===== config.mk =====
export PLATFORM = sky130hd
export DESIGN_NAME = rr_arbiter4
export DESIGN_NICKNAME = d
export VERILOG_FILES = /design/src/rtl/rr_arb_pkg.sv /design/src/rtl/rr_prio_enc4.sv /design/src/rtl/rr_arbiter4.sv
export SDC_FILE = /design/constraint.sdc
export NUM_CORES = 1
export LEC_CHECK = 0
export BUFFER_PORTS_ARGS = -buffer_cell sky130_fd_sc_hd__buf_2
export CAP_MARGIN = 20
export CORE_ASPECT_RATIO = 1.25
export CORE_UTILIZATION = 45
export CTS_BUF_LIST = sky130_fd_sc_hd__clkbuf_16
export DETAILED_ROUTE_END_ITERATION = 8
export PLACE_DENSITY = 0.66
export REMOVE_ABC_BUFFERS = 1
export SKIP_CTS_REPAIR_TIMING = 1
export SYNTH_ARGS = -nofsm -noshare
export SYNTH_HDL_FRONTEND = slang
export SYNTH_HIERARCHICAL = 1
export SYNTH_SLANG_ARGS = --single-unit

===== constraint.sdc =====
create_clock -name clk -period 11.55 [get_ports clk]
set_input_delay 0.5775 -clock clk [delete_from_list [all_inputs] [get_ports clk]]
set_output_delay 0.5775 -clock clk [all_outputs]
set_load 0.02 [all_outputs]

===== src/rtl/rr_arb_pkg.sv =====
// Shared constants, state type and index helper for the 4-way round-robin arbiter.
package rr_arb_pkg;

  localparam int unsigned NUM_REQ = 4;
  localparam int unsigned IDX_W   = 2;

  typedef enum logic {
    IDLE  = 1'b0,
    GRANT = 1'b1
  } state_e;

  // Successor index with natural wrap 3 -> 0.
  function automatic logic [IDX_W-1:0] next_idx(input logic [IDX_W-1:0] idx);
    return idx + IDX_W'(1);
  endfunction

endpackage


===== src/rtl/rr_prio_enc4.sv =====
// Rotating-priority encoder: first asserted request at or above ptr, wrapping.
module rr_prio_enc4
  import rr_arb_pkg::*;
(
  input  logic [NUM_REQ-1:0] req,
  input  logic [IDX_W-1:0]   ptr,
  output logic [NUM_REQ-1:0] sel,
  output logic [IDX_W-1:0]   sel_idx,
  output logic               any
);

  logic [IDX_W-1:0] cand;

  always_comb begin
    sel     = '0;
    sel_idx = '0;
    any     = 1'b0;
    cand    = '0;
    for (int unsigned i = 0; i < NUM_REQ; i++) begin
      cand = ptr + IDX_W'(i);
      if (!any && req[cand]) begin
        sel[cand] = 1'b1;
        sel_idx   = cand;
        any       = 1'b1;
      end
    end
  end

endmodule


===== src/rtl/rr_arbiter4.sv =====
// 4-requester round-robin arbiter with held grants and registered outputs.
// Optional grant watchdog compiled in with macro RR_ARB_TIMEOUT_EN.
module rr_arbiter4
  import rr_arb_pkg::*;
#(
  parameter int unsigned TIMEOUT_CYCLES = 16
) (
  input  logic               clk,
  input  logic               rst_n,
  input  logic [NUM_REQ-1:0] req,
  input  logic               done,
  output logic [NUM_REQ-1:0] gnt,
  output logic [IDX_W-1:0]   gnt_idx,
  output logic               gnt_valid,
  output logic               timeout
);

  if (TIMEOUT_CYCLES < 2 || TIMEOUT_CYCLES > 255) begin : g_bad_timeout
    $error("rr_arbiter4: TIMEOUT_CYCLES must be within 2..255");
  end

  state_e             state_q, state_d;
  logic [NUM_REQ-1:0] gnt_q, gnt_d;
  logic [IDX_W-1:0]   idx_q, idx_d;
  logic [IDX_W-1:0]   ptr_q, ptr_d;
  logic [IDX_W-1:0]   arb_ptr;
  logic [NUM_REQ-1:0] sel;
  logic [IDX_W-1:0]   sel_idx;
  logic               any;
  logic               owner_rel, force_rel, release_now;

  assign owner_rel = (state_q == GRANT) && (done || !req[idx_q]);

`ifdef RR_ARB_TIMEOUT_EN
  logic [7:0] cnt_q, cnt_d;
  logic       timeout_q;

  // done or a dropped request always wins over the watchdog.
  assign force_rel = (state_q == GRANT) && !owner_rel &&
                     (cnt_q == 8'(TIMEOUT_CYCLES - 1));
`else
  assign force_rel = 1'b0;
`endif

  assign release_now = owner_rel || force_rel;

  // Re-arbitration in the release cycle already uses the advanced pointer.
  assign arb_ptr = release_now ? next_idx(idx_q) : ptr_q;

  rr_prio_enc4 u_enc (
    .req     (req),
    .ptr     (arb_ptr),
    .sel     (sel),
    .sel_idx (sel_idx),
    .any     (any)
  );

  always_comb begin
    state_d = state_q;
    gnt_d   = gnt_q;
    idx_d   = idx_q;
    ptr_d   = ptr_q;
    if (state_q == IDLE || release_now) begin
      if (release_now) ptr_d = arb_ptr;
      if (any) begin
        state_d = GRANT;
        gnt_d   = sel;
        idx_d   = sel_idx;
      end else begin
        state_d = IDLE;
        gnt_d   = '0;
      end
    end
  end

  always_ff @(posedge clk or negedge rst_n) begin
    if (!rst_n) begin
      state_q <= IDLE;
      gnt_q   <= '0;
      idx_q   <= '0;
      ptr_q   <= '0;
    end else begin
      state_q <= state_d;
      gnt_q   <= gnt_d;
      idx_q   <= idx_d;
      ptr_q   <= ptr_d;
    end
  end

`ifdef RR_ARB_TIMEOUT_EN
  always_comb begin
    cnt_d = '0;
    if (state_q == GRANT && !release_now) cnt_d = cnt_q + 8'd1;
  end

  always_ff @(posedge clk or negedge rst_n) begin
    if (!rst_n) begin
      cnt_q     <= '0;
      timeout_q <= 1'b0;
    end else begin
      cnt_q     <= cnt_d;
      timeout_q <= force_rel;
    end
  end

  assign timeout = timeout_q;
`else
  assign timeout = 1'b0;
`endif

  assign gnt       = gnt_q;
  assign gnt_idx   = idx_q;
  assign gnt_valid = |gnt_q;

endmodule


# After elaboration in Yosys (flattened, before gate mapping)
# Cells that the tools add are included.
[totals]
register_bits = 9
latch_bits = 0
ram_bits = 0
mem_bits_ro = 0
in_bits = 7
out_inout_bits = 8
wordCells = 71
memories = 0
[op_classes]
add_sub_neg = 4
mul = 0
div_mod_pow = 0
magnitude_cmp = 9
n_eq_ne = 0
shift = 0
muxes = 33
bitwise = 4
reduce_logical = 17
[ops]
columns = ["op", "count"]
rows = [
  ["two-way mux 4 bit", 5],
  ["less-than comparator 2 x 3 -> 1 bit (second input constant)", 5],
  ["two-way mux 1 bit", 14],
  ["bitwise OR 4 bit", 3],
  ["binary-select mux 1 bit (select 2 bit)", 5],
  ["two-way mux 2 bit", 5],
  ["demux 1 bit (select 2 bit)", 4],
  ["greater-or-equal comparator 2 x 1 -> 1 bit (second input constant)", 4],
  ["logical AND 1 bit", 8],
  ["adder 2 x 1 -> 2 bit (second input constant)", 2],
  ["adder 2 bit (second input constant)", 2],
  ["zero test 1 bit", 4],
  ["AND reduction 2 bit", 2],
  ["OR reduction 4 bit", 1],
  ["logical OR 1 bit", 2],
  ["NOT 1 bit", 1],
]

# Logic depth before layout (Yosys ltp)
# Gate-level depths: netlist of run 1.
[depth]
ltp_word = 19
ltp_mapped = 12
ltp_nobuf = 10

# Cells and area by module
# The synthesis of run 1 kept the hierarchy.
[modules_own_cells]
columns = ["module", "n_inst", "cells_each", "area_each_um2"]
rows = [
  ["rr_arbiter4", 1, 35, 461.7],
  ["rr_prio_enc4", 1, 45, 421.7],
]

# Worst setup path after synthesis of run 1
# Ideal clock, no wire load.
[synth_path]
path_kind = "reg2reg"
startpoint = "reg idx_q[0] (netlist: gnt_idx[0])"
endpoint = "reg idx_q[1] (netlist: gnt_idx[1])"
setup_time_ns = 0.125
arrival_time_ns = 3.644
t_required_ns = 11.425
path_slack_ns = 7.782
path_stages_with_launch = 13
n_path_buf = 2
period_less_slack_ns = 3.768
path_cell_list = "dfrtp_1 mux4_2 a21boi_4 mux2i_1 buf_6 inv_1 ha_1 mux4_2 buf_6 nor4b_4 nor2_1 a32o_1 mux2_2"
[synth_between]
elab_cells_between_ends = 34
classes_between = "4 x add/sub; 19 x mux; 11 x reduce/logical"
[synth_lines]
columns = ["item", "line_no", "text"]
rows = [
  ["start, declared", "rr_arbiter4.sv:24", "logic [IDX_W-1:0] idx_q, idx_d;"],
  ["start signal, assigned", "rr_arbiter4.sv:85", "idx_q <= idx_d;"],
  ["binary-select mux 1 bit (select 2 bit)", "rr_arbiter4.sv:32", "assign owner_rel = (state_q == GRANT) && (done || !req[idx_q]);"],
  ["two-way mux 1 bit (implied by the code)", "rr_arbiter4.sv:32", ""],
  ["zero test 1 bit", "rr_arbiter4.sv:32", ""],
  ["logical OR 1 bit", "rr_arbiter4.sv:32", ""],
  ["logical AND 1 bit", "rr_arbiter4.sv:32", ""],
  ["two-way mux 2 bit (*)", "rr_arbiter4.sv:48", "assign arb_ptr = release_now ? next_idx(idx_q) : ptr_q;"],
  ["via arb_ptr[0]", "rr_arbiter4.sv:26", "logic [IDX_W-1:0] arb_ptr;"],
  ["parallel branches: the longest is 11 deep, another holds adder 2 x 1 -> 2 bit", "n/a", ""],
  ["two-way mux 2 bit (*)", "rr_prio_enc4.sv:21", "if (!any && req[cand]) begin"],
  ["via sel_idx[1]", "rr_arbiter4.sv:28", "logic [IDX_W-1:0] sel_idx;"],
]
# Mark *: on every way through the listed nets, which the timed path passes. The select of a mux whose other input is x is not followed.
# A chain may end at the register's enable or synchronous reset.

# Worst setup path in the final report of run 1
# Ends and elaborated chain as after synthesis.

==> reports/metrics.cfg, run 1 <==
[outcome]
status = finished, final reports clean

[floorplan]
fp.dieH_um = 51.5
core-area_um2 = 1810
row_count = 17
dieArea_um2 = 2150
initial_utilization_pct = 48.9
die_width_um = 41.6
ioPinCount = 15

[final_layout]
fin_nets = 107
multi_input_area_um2 = 606
drive_gt1_share_pct = 33.0
n_fill_cell = 156
seqCellArea_um2 = 225
final_cells = 113
n_antenna_cell = 0
area_growth_pct = 16.0

[critical_path]
crit_fanout = 13
slowest_delay_ps = 640
cp.arrival_ps = 3960
startpoint_type = flop
worst-path-buf-inv = 2
cp_slowest_cell = mux4_2
cpMostUsedCell = mux4_2
path_cells = mux4_2 -> a21boi_4 -> mux2i_1 -> buf_4 -> inv_1 -> ha_1 -> mux4_2 -> nor4b_4 -> nor2_1 -> a32o_1 -> mux2_2
required_ps = 11660
setup.worst_path.class = flop to flop
endpoint_kind = flop
critPathTopFamily = multiplexers
rrSetupSlack_ps = 7700

[clocking]
clock-sinks = 9
clock-root-buffer = clkbuf_16
cts_tree = built
clockBufferDepth = 2
ctsHtreeMaxLevel = 1
clk_transition_reported_paths_ps = 40
clk_latency_ps = 230
cts_made_buffers = 3

[global_route]
globalRouteMet2Util_pct = 32.8
global_route.usage.met3_pct = 3.82
grt_start_max_net_pins = 14
grt_pass1_wl_mm = 2.99
track_usage_pct = 18.0
grt_pass1_vias = 667
grt_antenna_before_repair = 0
overflow = 0
grt.met1_usage_pct = 21.0
busiest_layer = met2

[timing]
finalCritPeriodShare_pct = 33.3
period_minus_slack_ps = 3850
final.setup_skew_ps = 0.954
fmax_mhz = 260
grt_setup_unrepaired = false
hold_viol = 0
setup_viol = 0
tns_ps = 0
slew_violations = 0

[logic_synthesis]
synthFlopType = dfrtp_1
avgSynthCellArea_um2 = 11.0
synthesis.area_um2 = 883
ys_types = 34
ys_seq_area_share_pct = 25.5
synth_edf_count = 0
synth-async-reset-ratio_pct = 100
ys_ff_latch = 9
netlist_instances = 80
ys_warn_count = 6

[placed_design]
dpl.cell_count = 109
port_buffers = 13
dp_hpwl_mm = 1.36
place.gp.congestion = 0.752

[hold_path]
hp-class = input port to asynchronous set/reset pin

[run]
cap_violations = 0

[route]
wl_per_cell_um = 15.9
drtIter0Drc = 20
final_antenna_net_count = 0
vias = 715
first_pass_iters = 4
drc = 0
via_per_inst = 6.33
drt_wl_total_mm = 1.80

cell usage in the layout (no fill, tap or decap):
cell and instances:
a21boi_4 1, conb_1 1, a32o_1 1, buf_4 1, nor4_1 1, clkbuf_16 3, dfrtp_1 9, nor2b_1 2
and2b_2 1, ha_1 5, inv_1 6, a21boi_2 1, nor3_1 1, nand2_1 1, o31ai_1 1, nor4b_4 1
mux2i_1 4, a31o_2 3, and3_1 4, buf_2 13, mux2_2 2, xor2_1 1, a31o_1 1, or4_1 1
a22oi_1 8, nand2b_1 3, mux2_1 1, o21ai_0 5, mux4_2 3, mux4_1 2, nor2_1 3, o211ai_1 1
mux2_4 2, o221ai_1 1
logic make-up after synthesis:
family,after synthesis,share of synthesized area [%]
flops,9,25.5
compound gates,23,20.8
mux,14,25.4
other cells,1,0.425
fa+ha+maj,5,7.08
simple gates,18,13.9
buf+inv,9,5.95
xor+xnor,1,0.992
registers in the layout (all words and copies together), names as in the netlist:
register	flops
gnt	4
gnt_idx	2
ptr_q	2
state_q	1
per-layer routing:
metal	share of wire, %	vias to the layer above
li1	-	339
met1	41	350
met2	54	22
met3	4.1	4
met4	1.4	0
met5	0	-
through the flow:
stage	instance area (µm²)	util, %	hold slack [ps]	worst slack, ps
2_1_floorplan	850	-	282	7370
3_3_place_gp	946	52.3	432	7580
3_5_place_dp	946	52.3	440	7470
4_1_cts	1020	56.7	194	7670
5_1_grt	1020	56.7	204	7520
6_report	1020	56.7	187	7700
worst paths after layout:
| path | from | endpoint | cells after the start |
|---|---|---|---|
| max | gnt_idx[0]$_DFFE_PN0P_ | gnt_idx[1]$_DFFE_PN0P_ | 11 |
| min | rst_n | gnt[1]$_DFFE_PN0P_ | 1 |
| min reg2reg | ptr_q[1]$_DFFE_PN0P_ | ptr_q[1]$_DFFE_PN0P_ | 1 |
| max reg2reg | gnt_idx[0]$_DFFE_PN0P_ | gnt_idx[1]$_DFFE_PN0P_ | 11 |
| max in group asynchronous | rst_n | gnt[0]$_DFFE_PN0P_ | 1 |
| min in group clk | ptr_q[1]$_DFFE_PN0P_ | ptr_q[1]$_DFFE_PN0P_ | 1 |
area by class of cell:
| cell class | instances | share of cell area [%] |
|---|---|---|
| flip-flops and latches | 9 | 22.0 |
| well taps | 19 | 2.32 |
| clock inverters | 1 | 0.366 |
| multi-input cells | 62 | 59.1 |
| inverters | 5 | 1.83 |
| clock buffers | 3 | 7.33 |
| repair buffers | 14 | 7.08 |
Yosys cell counts (2+ instances only):
cell / count / area share [%]
and3_1: 4 / 2.8
dfrtp_1: 9 / 25
mux2_4: 2 / 3.4
nor2_1: 3 / 1.3
mux2i_1: 4 / 4.5
nand2b_1: 3 / 2.1
a22oi_1: 8 / 6.8
a31o_2: 3 / 3.0
mux2_2: 2 / 2.5
mux4_2: 3 / 7.6
o21ai_0: 5 / 2.8
nor2b_1: 2 / 1.4
buf_6: 2 / 2.5
mux4_1: 2 / 5.9
ha_1: 5 / 7.1
inv_1: 5 / 2.1
Power of run 1 is not shown: default switching activity piles up to over one toggle a cycle in this logic, so the estimate is an artifact.
==> run 2: changes to the inputs <==
PLACE_DENSITY = 0.69   (was 0.66)
clock period = 3.5 ns   (was 11.55 ns; I/O delays follow)
==> reports/metrics.cfg, run 2 (same netlist as run 1, synthesis figures left out) <==
[outcome]
status = finished, final reports clean

[critical_path]
required_ps = 3620
r2r-end = gnt_idx[1]$_DFFE_PN0P_
cp.arrival_ps = 3480
reg2reg_depth = 10
crit_fanout = 8
path_cells = mux4_2 -> a21boi_4 -> mux2_4 -> inv_1 -> ha_1 -> mux4_2 -> nor4b_4 -> nor2_1 -> a32o_1 -> mux2_2
startpoint_type = flop
r2r_start = gnt_idx[0]$_DFFE_PN0P_
setup.worst_path.class = flop to flop
critPathTopFamily = multiplexers
slowest_delay_ps = 550
rrSetupSlack_ps = 140
cpMostUsedCell = mux4_2
cp_slowest_cell = mux4_2
endpoint_kind = flop
worst-path-buf-inv = 1

[run]
cap_violations = 0

[hold_path]
hp-class = input port to asynchronous set/reset pin

[route]
via_per_inst = 6.22
drtIter0Drc = 15
drt_wl_total_mm = 2.00
final_antenna_net_count = 0
wl_per_cell_um = 16.4
vias = 759
first_pass_iters = 4
drc = 0

[final_layout]
final_cells = 122
fin_nets = 116
multi_input_area_um2 = 611
seqCellArea_um2 = 225
largest_reg_flops = 4
layout_commonest_cell = buf_2
n_antenna_cell = 0
n_fill_cell = 149
drive_gt1_share_pct = 38.8
final_cell_mix = 13 x buf_2, 9 x dfrtp_1, 9 x buf_4
area_growth_pct = 24.5

[global_route]
grt_start_max_net_pins = 14
grt_antenna_before_repair = 0
overflow = 0
track_usage_pct = 19.9
grt_pass1_wl_mm = 3.22
grt_pass1_vias = 682

[timing]
grt_setup_unrepaired = false
slew_violations = 0
period_minus_slack_ps = 3360
hold_viol = 0
fmax_mhz = 297
final.setup_skew_ps = 0.924
finalCritPeriodShare_pct = 96.0
setup_viol = 0

[floorplan]
fp.dieH_um = 51.5
initial_utilization_pct = 48.9
row_count = 17
core-area_um2 = 1810
die_width_um = 41.6
ioPinCount = 15
dieArea_um2 = 2150

[clocking]
clockBufferDepth = 2
cts_made_buffers = 3
cts_tree = built
clk_transition_reported_paths_ps = 40
clock-root-buffer = clkbuf_16
ctsHtreeMaxLevel = 1
clk_latency_ps = 240
clock-sinks = 9

[placed_design]
place.gp.congestion = 0.885
dp_hpwl_mm = 1.41
port_buffers = 13
dpl.cell_count = 113

-- run 2: cell types whose count changed in the layout (fill, tap and decap cells not counted), sizes merged --
cell	change
buf	+8
dlygate4sd3	+1
-- run 2: stage by stage --
stage / TNS, ps / setup slack [ps] / hold WS [ps] / area [µm²] / util, %
6_report: 0 / 138 / 317 / 1100 / 60.8
2_1_floorplan: -3350 / -675 / -121 / 850 / -
3_5_place_dp: 0 / 36.7 / 36.2 / 976 / 54.0
4_1_cts: 0 / 15.6 / -213 / 1050 / 58.3
5_1_grt: 0 / 7.90 / 367 / 1100 / 60.8
3_3_place_gp: 0 / 114 / 37.2 / 976 / 54.0
-- run 2: worst max path at each step --
stage | startpoint | to | slack (ps) | depth (start not counted)
floorplan | gnt_idx[0]$_DFFE_PN0P_ | gnt_idx[1]$_DFFE_PN0P_ | -680 | 10
global placement | gnt_idx[0]$_DFFE_PN0P_ | gnt_idx[0]$_DFFE_PN0P_ | 110 | 10
detailed placement | gnt_idx[0]$_DFFE_PN0P_ | gnt_idx[0]$_DFFE_PN0P_ | 40 | 10
CTS | gnt_idx[0]$_DFFE_PN0P_ | gnt_idx[0]$_DFFE_PN0P_ | 20 | 10
global route | gnt_idx[0]$_DFFE_PN0P_ | gnt_idx[1]$_DFFE_PN0P_ | 8 | 10
finish | gnt_idx[0]$_DFFE_PN0P_ | gnt_idx[1]$_DFFE_PN0P_ | 140 | 10
-- run 2: layout make-up --
type | count | area share (%)
tap | 19 | 2.16
multi-input combinational | 62 | 55.5
sequential | 9 | 20.5
clock inverter | 1 | 0.341
timing repair buffer | 23 | 13.0
clock buffer | 3 | 6.83
inverter | 5 | 1.71
-- run 2: per-layer routing --
layer / vias to the layer above / track usage (%) / part of all wire (%)
met5: - / 0 / 0
met4: 0 / 16.7 / 4.9
met3: 11 / 2.43 / 4.3
met2: 33 / 30.5 / 49
met1: 356 / 25.1 / 42
li1: 359 / - / -
Power of run 2 is left out for the same reason.
